==> config.mk <==
export PLATFORM = sky130hd
export DESIGN_NAME = hazard_ctrl
export DESIGN_NICKNAME = d
export VERILOG_FILES = /design/src/rtl/hazard_ctrl_pkg.sv /design/src/rtl/hazard_ctrl_perf_counter.sv /design/src/rtl/hazard_ctrl.sv
export SDC_FILE = /design/constraint.sdc
export NUM_CORES = 1
export LEC_CHECK = 0
export CAP_MARGIN = 20
export CORE_MARGIN = 2
export CORE_UTILIZATION = 29
export CTS_BUF_LIST = sky130_fd_sc_hd__clkbuf_8
export DETAILED_ROUTE_END_ITERATION = 6
export HOLD_SLACK_MARGIN = 0.15
export PLACE_DENSITY_LB_ADDON = 0.12
export SLEW_MARGIN = 5
export SYNTH_ARGS = -nofsm -noshare
export SYNTH_HDL_FRONTEND = slang
export SYNTH_HIERARCHICAL = 1
export SYNTH_SLANG_ARGS = --single-unit
==> constraint.sdc <==
create_clock -name clk -period 2.8 [get_ports clk]
set_input_delay 0.28 -clock clk [delete_from_list [all_inputs] [get_ports clk]]
set_output_delay 0.28 -clock clk [all_outputs]
set_load 0.005 [all_outputs]
==> src/rtl/hazard_ctrl_pkg.sv <==
// Shared types for the pipeline hazard controller.
package ctrl_types;

  // Controller state, also exported on hz_state for debug.
  typedef enum logic [1:0] {
    RUN   = 2'd0,
    DMISS = 2'd1,
    DRAIN = 2'd2
  } hazard_state_t;

endpackage

==> src/rtl/hazard_ctrl_perf_counter.sv <==
// 32-bit free-running event counter with synchronous active-low clear.
module perf_counter (
  input  logic        clk,
  input  logic        rst,
  input  logic        inc,
  output logic [31:0] count
);

  logic [31:0] count_reg;

  // Clear wins over increment; the count wraps naturally modulo 2^32.
  always_ff @(posedge clk) begin
    if (!rst) begin
      count_reg <= 32'd0;
    end else if (inc) begin
      count_reg <= count_reg + 32'd1;
    end
  end

  assign count = count_reg;

endmodule

==> src/rtl/hazard_ctrl.sv <==
// Pipeline hazard controller: turns dcache/icache stalls, load-use hazards
// and branch redirects into pipeline register load/bubble controls.
module hazard_ctrl
  import ctrl_types::*;
(
  input  logic        clk,
  input  logic        rst,
  input  logic        forward_stall,
  input  logic        imem_resp,
  input  logic        dmem_req,
  input  logic        dmem_resp,
  input  logic        br_redirect,
  output logic        load_pc,
  output logic        load_ifid,
  output logic        load_idex,
  output logic        load_exmem,
  output logic        load_memwb,
  output logic        bubble_ifid,
  output logic        bubble_idex,
  output logic        bubble_exmem,
  output logic [31:0] stall_cycles,
  output logic [31:0] flush_count,
  output logic [1:0]  hz_state
);

  hazard_state_t state_reg;
  hazard_state_t state_next;
  logic          flush_inc;
  logic          stall_inc;
  logic          dmem_stall;

  assign dmem_stall = dmem_req && !dmem_resp;

  // Priority decode: dmem stall > load-use > redirect > icache stall > advance.
  // DMISS and DRAIN only change where a dmem stall leaves us; a DRAIN with
  // the redirect dropped simply falls through to the ordinary rules.
  always_comb begin
    load_pc      = 1'b1;
    load_ifid    = 1'b1;
    load_idex    = 1'b1;
    load_exmem   = 1'b1;
    load_memwb   = 1'b1;
    bubble_ifid  = 1'b0;
    bubble_idex  = 1'b0;
    bubble_exmem = 1'b0;
    flush_inc    = 1'b0;
    state_next   = RUN;
    if (!rst) begin
      // Flush every stage to NOPs while in reset.
      bubble_ifid  = 1'b1;
      bubble_idex  = 1'b1;
      bubble_exmem = 1'b1;
    end else if (dmem_stall) begin
      load_pc    = 1'b0;
      load_ifid  = 1'b0;
      load_idex  = 1'b0;
      load_exmem = 1'b0;
      load_memwb = 1'b0;
      state_next = (state_reg == DRAIN) ? DRAIN : DMISS;
    end else if (forward_stall) begin
      load_pc      = 1'b0;
      load_ifid    = 1'b0;
      load_idex    = 1'b0;
      bubble_exmem = 1'b1;
    end else if (br_redirect) begin
      if (imem_resp) begin
        // Wrong-path fetch and decode are squashed; PC takes the target.
        bubble_ifid = 1'b1;
        bubble_idex = 1'b1;
        flush_inc   = 1'b1;
      end else begin
        // Outstanding fetch cannot be cancelled: hold the branch in ID/EX
        // until the stale word arrives, then discard it.
        load_pc      = 1'b0;
        load_ifid    = 1'b0;
        load_idex    = 1'b0;
        bubble_exmem = 1'b1;
        state_next   = DRAIN;
      end
    end else if (!imem_resp) begin
      load_pc     = 1'b0;
      bubble_ifid = 1'b1;
    end
  end

  assign stall_inc = rst && !load_pc;

  // State register; reset abandons any pending miss or drain.
  always_ff @(posedge clk) begin
    if (!rst) begin
      state_reg <= RUN;
    end else begin
      state_reg <= state_next;
    end
  end

  assign hz_state = state_reg;

  perf_counter u_stall_cnt (
    .clk   (clk),
    .rst   (rst),
    .inc   (stall_inc),
    .count (stall_cycles)
  );

  perf_counter u_flush_cnt (
    .clk   (clk),
    .rst   (rst),
    .inc   (flush_inc),
    .count (flush_count)
  );

endmodule
==> impl_metrics.toml <==
[pwr]
p_comb_frac = 0.051
sequentialPowerShare = 0.516
share_clk_of_total_power = 0.433
p_sw_frac = 0.229
p_leak_uw = 0.00145
p_int_uw = 1420
p_sw_uw = 421
power_density_nw_per_um2 = 418
ir_drop_mv = 0.208

[timing]
fin_crit_ns = 2.17
slew_headroom = 0.530
fin_crit_sh = 0.776
setup_viol = 0
final.setup_skew_ns = 0.0170
hold_viol = 0
drv_slew = 0
tightest_slew_ns = 0.705
tns_ns = 0
max_freq_mhz = 460
rsz0062_at_grt = "no"

[route]
dr_total_vias = 3065
drt_iter0_markers = 111
drc_errors = 0
via_per_inst = 5.12
wirelength_mm = 8.70
wl_per_cell_um = 14.5
antenna_left = 0
dr.pass1.iters = 4

[finish]
design_area_um2 = 4390
syn_to_final_growth_pct = 32.4
antenna_cells = 0
final_common_cell = "clkdlybuf4s50_1"
final_cell_mix = "79 x clkdlybuf4s50_1, 66 x dfxtp_1, 31 x nor2_1, 28 x nand2_1, 22 x nand2b_1"
drive_gt1_frac = 0.0724
fillers = 1163
final_nets = 462

[worst_setup_path]
critPathArrivalTime_ns = 2.39
cp_max_fo = 8
cp-end-kind = "register"
r2r_start = "u_flush_cnt/count[8]"
required_ns = 3.02
slowest_stage = "clkdlybuf4s50_1"
r2r-end = "u_flush_cnt/count[31]"
reg2reg_depth = 4
reg2reg_slack_ns = 0.87
endpoint = "u_stall_cnt/count[25]"
crit_start = "dmem_req"
crit_chain = "clkdlybuf4s50_1 -> nor2b_2 -> nor2_1 -> a21boi_1 -> and4_1 -> nand4_1 -> o311ai_0 -> o41ai_1"
cp-start-kind = "primary input"
worstSetupPathType = "in -> reg"
crit_path_max_incr_delay_ns = 0.47

[clock_network]
cts_tree = "done"
cts_buffers = 9
clock_path_buffers = 2
cts-root-buf = "clkbuf_8"
post_cts.repair.setup_buffers = 0
holdBufCountCts = 0
cts_resized = 0
cts.sinks = 66
htreeDepth = 3
clk_pin_slew_ns = 0.08
clock_latency_ns = 0.34

[global_route]
overflow = 0
grt_pass1_wl_mm = 14.3
grt_pass1_vias = 2834
grt_max_degree = 54
antenna_found_initial = 0
grt_use_total = 0.139

[place]
gp_congestion = 0.779
hpwl_mm = 6.13
placed_area_um2 = 4200
io_buffers = 80

[flow_run]
cap_violations = 0

[die]
fp.dieH_um = 111
start_util = 0.294
die-area_um2 = 12300
std_cell_rows = 39
io_pins = 81
die_x_um = 111
core_um2 = 11300

[hold_path]
hold_start = "u_flush_cnt/count[31]"
hp-class = "reg -> reg"

[logic_synthesis]
synth_seq_area_share = 0.398
syn_area_um2 = 3320
ys_ff_latch = 66
ys_types = 41
yosys_warnings = 6
syn-num-nets = 390
synth_cells = 379
synth_area_per_cell_um2 = 8.75

[outcome]
status = "finished, final reports clean"
## cell usage after synthesis, drive strengths merged
cell     n  area share
nand2b  22       0.041
ha       4       0.015
nor3     4      0.0060
and4     6       0.016
inv     13       0.015
or2      2      0.0038
nand2   28       0.032
or4      8       0.020
o311ai  16       0.047
mux2i    8       0.024
and2     2      0.0038
buf     10       0.026
clkbuf  16       0.018
or3      8       0.015
nand4   22       0.045
nor4     6       0.011
o31ai    6       0.014
nand3   18       0.027
nor3b    2      0.0045
nand3b   1      0.0023
nor2b    2      0.0045
a21boi   2      0.0045
o21ai   13       0.020
o41ai   16       0.047
xor2    18       0.048
dfxtp   66        0.40
nor2    31       0.035
xnor2    8       0.021
a21oi   14       0.021
and3     7       0.014
## worst min path at each step
stage               depth (start not counted)                    end  slack [ns]
floorplan                                   2  u_flush_cnt/count[26]        0.43
global placement                            2  u_flush_cnt/count[31]        0.46
detailed placement                          2  u_stall_cnt/count[31]        0.46
CTS                                         2  u_flush_cnt/count[31]        0.48
global route                                2  u_stall_cnt/count[31]        0.52
finish                                      2  u_flush_cnt/count[31]        0.47
## area by class of cell
cell class,count,area (µm²),area share
tap,143,179,0.0407
clock buffer,10,138,0.0313
clock inverter,6,58.8,0.0134
sequential,66,1320,0.301
multi-input combinational,274,1800,0.410
inverter,13,48.8,0.0111
timing repair buffer,87,848,0.193
## kinds of logic after synthesis
logic type               after synthesis  synth area share
adder cells (fa/ha/maj)                4            0.0151
XOR/XNOR                              26            0.0687
AO/OA/AOI/OAI                         67             0.152
multiplexers                           8            0.0241
flip-flops                            66             0.398
AND/OR/NAND/NOR                      169             0.282
buffers and inverters                 39            0.0592
## power by group through the flow
| stage | registers (µW) | clock network (µW) | logic (µW) |
|---|---|---|---|
| after floorplan | 969 | 0 | 49.5 |
| after global routing | 948 | 874 | 103 |
| after global placement | 969 | 0 | 93.6 |
| final | 948 | 796 | 93.8 |
| after detailed placement | 969 | 0 | 94.8 |
| after CTS | 948 | 831 | 95.3 |
## through the flow
stage / hold WS (ns) / setup WS (ns) / utilization / cells / power (µW)
floorplan: 0.429 / 0.757 / - / 379 / 1020
global placement: 0.456 / 0.305 / 0.372 / 583 / 1060
detailed placement: 0.463 / 0.267 / 0.372 / 583 / 1060
CTS: 0.477 / 0.641 / 0.390 / 599 / 1870
global route: 0.523 / 0.394 / 0.390 / 599 / 1930
finish: 0.475 / 0.627 / 0.390 / 599 / 1840
## routing by layer
layer / GRT usage / vias to the layer above / wire [µm] / part of all wire
met5: 0 / - / 0 / 0
met4: 0.0358 / 0 / 59 / 0.0068
met3: 0.0361 / 4 / 410 / 0.047
met2: 0.235 / 71 / 4230 / 0.49
met1: 0.177 / 1461 / 4000 / 0.46
li1: - / 1529 / - / -
## critical path: cells and delay by family
| family | cells | cell delay [ns] |
|---|---|---|
| buffers and inverters | 1 | 0.47 |
| AOI/OAI and AO/OA | 3 | 0.74 |
| and+or+nand+nor | 4 | 0.91 |
No activity file was read; power rests on OpenSTA's default activity.
